### src/rtl/trdb_pkg.sv
// Shared widths and comparator mode encoding for the trace encoder debug blocks.
package trdb_pkg;

    localparam int unsigned XLEN      = 32;
    localparam int unsigned CAUSE_LEN = 5;
    localparam int unsigned PRIV_LEN  = 2;

    typedef enum logic {
        MODE_RANGE = 1'b0,
        MODE_MATCH = 1'b1
    } trdb_mode_e;

    // Inclusive unsigned range test; an inverted range (lower > upper) never passes.
    function automatic logic in_range(input logic [XLEN-1:0] lower,
                                      input logic [XLEN-1:0] upper,
                                      input logic [XLEN-1:0] value);
        return (value >= lower) && (value <= upper);
    endfunction

endpackage

### src/rtl/trdb_range_match.sv
// One qualification comparator: disabled, exact match, or inclusive range.
module trdb_range_match
    import trdb_pkg::*;
#(
    parameter int unsigned W = XLEN
) (
    input  logic         filter_en_i,
    input  logic         mode_i,
    input  logic [W-1:0] lower_i,
    input  logic [W-1:0] upper_i,
    input  logic [W-1:0] match_i,
    input  logic [W-1:0] value_i,
    output logic         ok_o
);

    logic [XLEN-1:0] lower_ext;
    logic [XLEN-1:0] upper_ext;
    logic [XLEN-1:0] value_ext;

    assign lower_ext = XLEN'(lower_i);
    assign upper_ext = XLEN'(upper_i);
    assign value_ext = XLEN'(value_i);

    always_comb begin
        ok_o = 1'b1;
        if (filter_en_i) begin
            if (mode_i == MODE_MATCH) begin
                ok_o = (value_i == match_i);
            end else begin
                ok_o = in_range(lower_ext, upper_ext, value_ext);
            end
        end
    end

endmodule

### src/rtl/trdb_filter.sv
// Trace qualification filter: global enable ANDed with five field comparators.
module trdb_filter
    import trdb_pkg::*;
(
    input  logic                 clk_i,
    input  logic                 rst_ni,
    input  logic                 trace_enable_i,

    input  logic                 cause_filter_i,
    input  logic [CAUSE_LEN-1:0] upper_cause_i,
    input  logic [CAUSE_LEN-1:0] lower_cause_i,
    input  logic [CAUSE_LEN-1:0] match_cause_i,
    input  logic                 cause_mode_i,
    input  logic [CAUSE_LEN-1:0] cause_i,

    input  logic                 tvec_filter_i,
    input  logic [XLEN-1:2]      upper_tvec_i,
    input  logic [XLEN-1:2]      lower_tvec_i,
    input  logic [XLEN-1:2]      match_tvec_i,
    input  logic                 tvec_mode_i,
    input  logic [XLEN-1:2]      tvec_i,

    input  logic                 tval_filter_i,
    input  logic [XLEN-1:0]      upper_tval_i,
    input  logic [XLEN-1:0]      lower_tval_i,
    input  logic [XLEN-1:0]      match_tval_i,
    input  logic                 tval_mode_i,
    input  logic [XLEN-1:0]      tval_i,

    input  logic                 priv_lvl_filter_i,
    input  logic [PRIV_LEN-1:0]  upper_priv_lvl_i,
    input  logic [PRIV_LEN-1:0]  lower_priv_lvl_i,
    input  logic [PRIV_LEN-1:0]  match_priv_lvl_i,
    input  logic                 priv_lvl_mode_i,
    input  logic [PRIV_LEN-1:0]  priv_lvl_i,

    input  logic                 iaddr_filter_i,
    input  logic [XLEN-1:0]      upper_iaddr_i,
    input  logic [XLEN-1:0]      lower_iaddr_i,
    input  logic [XLEN-1:0]      match_iaddr_i,
    input  logic                 iaddr_mode_i,
    input  logic [XLEN-1:0]      iaddr_i,

    output logic                 nc_qualified_o
);

    logic ok_cause, ok_tvec, ok_tval, ok_priv_lvl, ok_iaddr;

    // Stateless block: clock and reset are present only for interface uniformity.
    logic unused_clk_rst;
    assign unused_clk_rst = clk_i ^ rst_ni;

    trdb_range_match #(.W(CAUSE_LEN)) u_cause (
        .filter_en_i(cause_filter_i), .mode_i(cause_mode_i),
        .lower_i(lower_cause_i), .upper_i(upper_cause_i),
        .match_i(match_cause_i), .value_i(cause_i), .ok_o(ok_cause)
    );

    trdb_range_match #(.W(XLEN-2)) u_tvec (
        .filter_en_i(tvec_filter_i), .mode_i(tvec_mode_i),
        .lower_i(lower_tvec_i), .upper_i(upper_tvec_i),
        .match_i(match_tvec_i), .value_i(tvec_i), .ok_o(ok_tvec)
    );

    trdb_range_match #(.W(XLEN)) u_tval (
        .filter_en_i(tval_filter_i), .mode_i(tval_mode_i),
        .lower_i(lower_tval_i), .upper_i(upper_tval_i),
        .match_i(match_tval_i), .value_i(tval_i), .ok_o(ok_tval)
    );

    trdb_range_match #(.W(PRIV_LEN)) u_priv_lvl (
        .filter_en_i(priv_lvl_filter_i), .mode_i(priv_lvl_mode_i),
        .lower_i(lower_priv_lvl_i), .upper_i(upper_priv_lvl_i),
        .match_i(match_priv_lvl_i), .value_i(priv_lvl_i), .ok_o(ok_priv_lvl)
    );

    trdb_range_match #(.W(XLEN)) u_iaddr (
        .filter_en_i(iaddr_filter_i), .mode_i(iaddr_mode_i),
        .lower_i(lower_iaddr_i), .upper_i(upper_iaddr_i),
        .match_i(match_iaddr_i), .value_i(iaddr_i), .ok_o(ok_iaddr)
    );

    assign nc_qualified_o = trace_enable_i & ok_cause & ok_tvec & ok_tval
                          & ok_priv_lvl & ok_iaddr;

endmodule

### config.mk
export PLATFORM = sky130hd
export DESIGN_NAME = trdb_filter
export DESIGN_NICKNAME = d
export VERILOG_FILES = /design/src/rtl/trdb_pkg.sv /design/src/rtl/trdb_range_match.sv /design/src/rtl/trdb_filter.sv
export SDC_FILE = /design/constraint.sdc
export NUM_CORES = 1
export LEC_CHECK = 0
export ABC_CLOCK_PERIOD_IN_PS = 2700
export CORE_AREA = 2 2 164 166
export DETAILED_ROUTE_END_ITERATION = 16
export DIE_AREA = 0 0 166 168
export GPL_TIMING_DRIVEN = 0
export PLACE_DENSITY = 0.7
export SLEW_MARGIN = 20
export SYNTH_ARGS = -nofsm -noshare
export SYNTH_HDL_FRONTEND = slang
export SYNTH_SLANG_ARGS = --single-unit
### constraint.sdc
create_clock -name vclk -period 2.7
set_clock_uncertainty 0.15 [all_clocks]
set_input_delay 0.54 -clock vclk [all_inputs]
set_output_delay 0.54 -clock vclk [all_outputs]
set_load 0.02 [all_outputs]
==> results of run 1 <==
## worst max-delay path by stage
| stage | endpoint | slack, ns |
|---|---|---|
| floorplan | nc_qualified_o | -0.18 |
| global placement | nc_qualified_o | -1.87 |
| detailed placement | nc_qualified_o | -1.85 |
| CTS | nc_qualified_o | -0.76 |
| global route | nc_qualified_o | -0.74 |
| finish | nc_qualified_o | -0.67 |
## cell type report
type                       instances  area share [%]
antenna                            1         0.01914
inverter                         205           5.961
multi-input combinational        638           59.10
tap                              341           3.263
timing repair buffer             446           31.65
## metrics by stage
| stage | cells | TNS, ns | hold WS (ns) | utilization [%] | power (mW) |
|---|---|---|---|---|---|
| 2_1_floorplan | 843 | -0.1782 | 1.104 | - | 0.6810 |
| 3_3_place_gp | 1600 | -1.866 | 2.142 | 41.34 | 1.567 |
| 3_5_place_dp | 1600 | -1.846 | 2.150 | 41.34 | 1.597 |
| 4_1_cts | 1614 | -0.7570 | 1.739 | 45.58 | 1.759 |
| 5_1_grt | 1631 | -0.7442 | 1.766 | 49.62 | 2.169 |
| 6_report | 1631 | -0.6706 | 1.707 | 49.62 | 1.986 |
## power groups by stage
stage / logic (mW) / registers, mW / clock network, mW
after floorplan: 0.681 / 0 / 0
after global placement: 1.57 / 0 / 0
after detailed placement: 1.60 / 0 / 0
after CTS: 1.76 / 0 / 0
after global routing: 2.17 / 0 / 0.0000000495
final: 1.99 / 0 / 0.0000000495
## layer usage
| metal | track usage [%] | vias up |
|---|---|---|
| li1 | - | 3857 |
| met1 | 22.05 | 3670 |
| met2 | 36.79 | 307 |
| met3 | 3.056 | 30 |
| met4 | 4.537 | 0 |
| met5 | 0 | - |
## critical path: stages
cell and delay (ns):
clkdlybuf4s50_1 0.49, inv_1 0.09, ha_4 0.25, a21oi_2 0.14, o21ai_2 0.09, a221oi_4 0.28, o21ai_2 0.08, a41o_1 0.23
a31oi_4 0.24, nor4_4 0.07, buf_4 0.17
## logic make-up (layout without fill, tap and decap cells)
logic type / count (synthesis) / in the layout / share of synthesized area, %
other: 0 / 1 / 0
muxes: 1 / 1 / 0.1619
AOI/OAI and AO/OA: 163 / 163 / 17.35
and+or+nand+nor: 171 / 171 / 14.84
adders and majority gates: 202 / 202 / 40.89
xor gates and xnor gates: 101 / 101 / 14.31
buffers and inverters: 205 / 651 / 12.45
## layout by cell type (no fill, tap or decap), types with 4 or more instances in the layout
| cell type | netlist | routed |
|---|---|---|
| a211oi_1 | 9 | 5 |
| a21o_1 | 16 | 16 |
| a21oi_1 | 66 | 48 |
| a21oi_2 | 0 | 16 |
| and4_4 | 0 | 5 |
| buf_2 | 0 | 19 |
| buf_4 | 0 | 32 |
| buf_6 | 0 | 12 |
| clkbuf_2 | 0 | 62 |
| clkdlybuf4s15_1 | 0 | 11 |
| clkdlybuf4s15_2 | 0 | 6 |
| clkdlybuf4s50_1 | 0 | 134 |
| dlygate4sd2_1 | 0 | 78 |
| dlymetal6s2s_1 | 0 | 90 |
| ha_1 | 202 | 73 |
| ha_2 | 0 | 4 |
| ha_4 | 0 | 125 |
| inv_1 | 205 | 87 |
| inv_2 | 0 | 116 |
| nand2_1 | 36 | 27 |
| nand2_2 | 0 | 6 |
| nand3_1 | 25 | 22 |
| nand4_1 | 53 | 53 |
| nor2_1 | 19 | 16 |
| nor2b_1 | 7 | 6 |
| nor4_2 | 0 | 4 |
| nor4_4 | 0 | 7 |
| o211ai_1 | 6 | 6 |
| o21ai_0 | 18 | 11 |
| o21ai_1 | 3 | 4 |
| o21ai_2 | 0 | 6 |
| xnor2_1 | 89 | 77 |
| xnor2_2 | 0 | 12 |
| xor2_1 | 12 | 12 |
## what timing repair did
item,CTS,global route
pin swaps,184,179
hold buffers,0,0
cloned,0,0
buffers inserted,14,16
endpoints found under the setup margin,1,1
gates resized for setup,505,444
==> run_results.csv, run 1 <==
group,metric,value,unit
status,status,"finished with violations",
status,violations,"setup timing",
routing,vias,7864,
timing,fin_crit_sh,124.8,%
routing,viasPerCell,4.822,
pwr,p_int,1.085,mW
placed_design,dpl.hpwl,24390,microns
yosys,synthesis.instances,843,
yosys,synth_common_cells,"inv_1 (205), ha_1 (202), xnor2_1 (89)",
timing,timing.final.ws_setup,-0.6706,ns
grt,grt_usage,19.15,%
pwr,swShare,45.37,%
yosys,netlist_top_cells_area,"ha_1 (41%), xnor2_1 (13%), inv_1 (12%)",
cells_and_area,n_fill_cell,2474,
yosys,synth_area,6181,sq um
grt,grt_pass1_vias,8296,
yosys,synth.most_common_cell,"inv_1",
timing,worstMarginPinSlew,0.4128,ns
hold_path,whs_endpoint,"nc_qualified_o",
pwr,irDropWorstVdd,0.00007363,V
yosys,synth_warnings,0,
critical_path,start_kind,"primary input",
routing,drt-pass1-iter-count,6,
critical_path,path_class,"primary input to output pin",
routing,wl_met3,1810,microns
yosys,yosysSeqAreaShare,0,%
yosys,yosysTopAreaCell,"ha_1",
floorplanning,ios,418,
grt,grt_max_degree,5,
cells_and_area,finalNetCount,1910,
floorplanning,die_w,166,microns
timing,finalSetupViolations,1,
critical_path,worst_ep_required_time,2.01,ns
placed_design,place_ws,-1.846,ns
placed_design,post_dp_cell_area,10890,sq um
floorplanning,row_count,60,
timing,rsz0062_at_grt,"true",
cells_and_area,area_delta_synth_final,111.6,%
floorplanning,fp.dieH,168,microns
placed_design,port_buffers,416,
cells_and_area,seq_area,0,sq um
grt,grt_pass1_wl,42960,microns
hold_path,hold_depth,4,
timing,fmax,296.7,MHz
critical_path,cp.arrival,2.68,ns
cells_and_area,clkbuf_count,0,
cells_and_area,multiInputGateArea,7729,sq um
routing,wl_met1,11680,microns
cells_and_area,n_sequential_cell,0,
timing,final-hold-violation-count,0,
floorplanning,fp.coreArea,26350,sq um
pwr,p_per_area,151.9,nW/um^2
pwr,pwr-share-clk,0,%
floorplanning,dieArea,27890,sq um
yosys,ys_types,45,
pwr,seq_power_share,0,%
routing,wl,29690,microns
pwr,switching_power,0.9009,mW
floorplanning,initial_core_util,23.46,%
cells_and_area,drive_gt1_share,37.39,%
routing,top_layer,"met4",
pwr,p_leak,6.422,nW
grt,overflow,0,
cells_and_area,design_area,13080,sq um
yosys,synth_top_area_share,40.89,%
routing,drcViolationCount,0,
critical_path,crit_path_max_fanout,2,
yosys,avgSynthCellArea,7.332,sq um
routing,dr_wl_met2,15650,microns
timing,relSlewSlack,72.43,%
critical_path,crit_path_end_kind,"output pin",
placed_design,place_congestion,0.9178,
flow_run,maxCapViolCount,0,
critical_path,crit_path_start,"lower_iaddr_i[17]",
timing,slew_violations,0,
yosys,syn-num-nets,1462,
hold_path,hold_class,"primary input to output pin",
routing,drt_iter0_drc,238,
routing,antenna_left,0,
pwr,power_frac_comb,100.0,%
hold_path,hp-start,"trace_enable_i",
timing,fin_crit,3.371,ns
grt,antenna_found_initial,1,
routing,wl_per_cell,18.20,microns
(Power assumes the default switching activity.)
==> run 2: changes to the inputs <==
--- a/config.mk
+++ b/config.mk
@@ -11,7 +11,6 @@
 export DIE_AREA = 0 0 166 168
 export GPL_TIMING_DRIVEN = 0
 export PLACE_DENSITY = 0.7
-export SLEW_MARGIN = 20
 export SYNTH_ARGS = -nofsm -noshare
 export SYNTH_HDL_FRONTEND = slang
 export SYNTH_SLANG_ARGS = --single-unit
==> results of run 2 <==
No change in the layout: final DEF, timing and power equal those of run 1.
==> run 3: changes to the inputs <==
--- a/config.mk
+++ b/config.mk
@@ -10,6 +10,7 @@
 export DETAILED_ROUTE_END_ITERATION = 16
 export DIE_AREA = 0 0 166 168
 export GPL_TIMING_DRIVEN = 0
+export MAX_ROUTING_LAYER = met4
 export PLACE_DENSITY = 0.7
 export SYNTH_ARGS = -nofsm -noshare
 export SYNTH_HDL_FRONTEND = slang
==> run_results.csv, run 3 (same netlist as run 1, synthesis figures left out) <==
group,metric,value,unit
timing,slew_violations,0,
critical_path,crit_path_max_fanout,2,
timing,rsz0062_at_grt,"true",
critical_path,crit_path_end_kind,"output pin",
floorplanning,fp.coreArea,26350,sq um
pwr,p_per_area,151.4,nW/um^2
floorplanning,die_w,166,microns
routing,viasPerCell,4.763,
placed_design,dpl.hpwl,24400,microns
floorplanning,initial_core_util,23.46,%
placed_design,port_buffers,416,
routing,drcViolationCount,0,
timing,finalSetupViolations,1,
routing,wl_per_cell,18.04,microns
status,violations,"setup timing",
floorplanning,row_count,60,
grt,overflow,0,
timing,fin_crit_sh,124.3,%
placed_design,place_congestion,0.9014,
timing,timing.final.ws_setup,-0.6550,ns
routing,vias,7782,
floorplanning,fp.dieH,168,microns
floorplanning,dieArea,27890,sq um
grt,antenna_found_initial,4,
cells_and_area,final_cell_mix,"clkdlybuf4s50_1 (144), ha_4 (120), inv_2 (110), inv_1 (91), dlygate4sd2_1 (78)",
grt,grt_max_degree,5,
cells_and_area,n_fill_cell,2506,
cells_and_area,seq_area,0,sq um
timing,relSlewSlack,73.46,%
critical_path,path_class,"primary input to output pin",
cells_and_area,clkbuf_count,0,
placed_design,place_ws,-1.855,ns
cells_and_area,layout_commonest_cell,"clkdlybuf4s50_1",
routing,antenna_left,0,
routing,wl,29480,microns
routing,drt_iter0_drc,185,
routing,drt-pass1-iter-count,4,
pwr,p_total,1.971,mW
timing,final-hold-violation-count,0,
cells_and_area,n_sequential_cell,0,
timing,fmax,298.1,MHz
hold_path,hold_class,"primary input to output pin",
pwr,p_leak,6.265,nW
grt,grt_usage,19.62,%
pwr,irDropWorstVdd,0.00007750,V
status,status,"finished with violations",
grt,grt_pass1_wl,42660,microns
placed_design,placedCellCount,1600,
critical_path,start_kind,"primary input",
timing,hold-worst-slack,1.695,ns
floorplanning,ios,418,
timing,worstMarginPinSlew,0.3973,ns
timing,fin_crit,3.355,ns
cells_and_area,final_cells,1634,
flow_run,maxCapViolCount,0,
cells_and_area,drive_gt1_share,36.96,%
cells_and_area,finalNetCount,1909,
cells_and_area,area_delta_synth_final,110.7,%
grt,grt_pass1_vias,8212,
critical_path,worst_ep_required_time,2.01,ns
critical_path,cp.arrival,2.67,ns
clocking,postCtsHoldBufs,0,
==> run 3: cell types whose count changed in the layout (fill, tap and decap cells not counted), sizes merged <==
cell,previous run,this run
buf,65,64
dlymetal6s2s,90,74
clkbuf,62,55
clkdlybuf4s50,134,144
clkdlybuf4s15,17,30
diode,1,5
==> run 3: path summary, 6_finish.rpt <==
kind	from	end	slack [ns]	depth (start not counted)
setup / recovery	lower_iaddr_i[26]	nc_qualified_o	-0.66	11
hold / removal	trace_enable_i	nc_qualified_o	1.69	4
==> run 3: timing repair <==
item,in CTS,in global routing
pin swaps,187,165
setup buffers,16,13
endpoints found under the setup margin,1,1
gates resized for setup,533,403
==> run 3: worst max-delay path, cell delays in order <==
cell           delay, ns
dlygate4sd2_1       0.23
inv_2               0.07
ha_4                0.19
and2_4              0.13
a221o_1             0.36
a221oi_2            0.33
o21ai_2             0.09
a41o_1              0.25
a31oi_4             0.23
nor4_4              0.07
buf_4               0.16
==> run 3: area by class of cell <==
| cell class | instances | area [sq um] | share of cell area [%] |
|---|---|---|---|
| inverters | 205 | 784.5 | 6.024 |
| repair buffers | 445 | 4088 | 31.39 |
| well taps | 341 | 426.7 | 3.276 |
| multi-input cells | 638 | 7711 | 59.21 |
| diodes | 5 | 12.51 | 0.09608 |
==> run 3: stage by stage <==
stage               area [sq um]  util (%)  setup TNS [ns]
finish                     13020     49.42         -0.6550
CTS                        12070     45.80         -0.7266
global route               13020     49.41         -0.7054
global placement           10890     41.34          -1.844
detailed placement         10890     41.34          -1.855
floorplan                   6304         -         -0.1782
==> run 3: layer usage <==
layer	share of wire [%]	vias up	global-route usage, %
met3	4.8	34	2.680
li1	-	3862	-
met1	40	3597	22.03
met2	53	289	36.86
met4	2.0	0	4.348
met5	0	-	-
==> run 3: where the power goes <==
group	internal (mW)	switching [mW]	total [mW]	leakage [nW]
clock	0.000000248	0	0.000000248	0.0000317
combinational	1.08	0.894	1.97	6.27
sequential	0	0	0	0
total	1.08	0.894	1.97	6.27
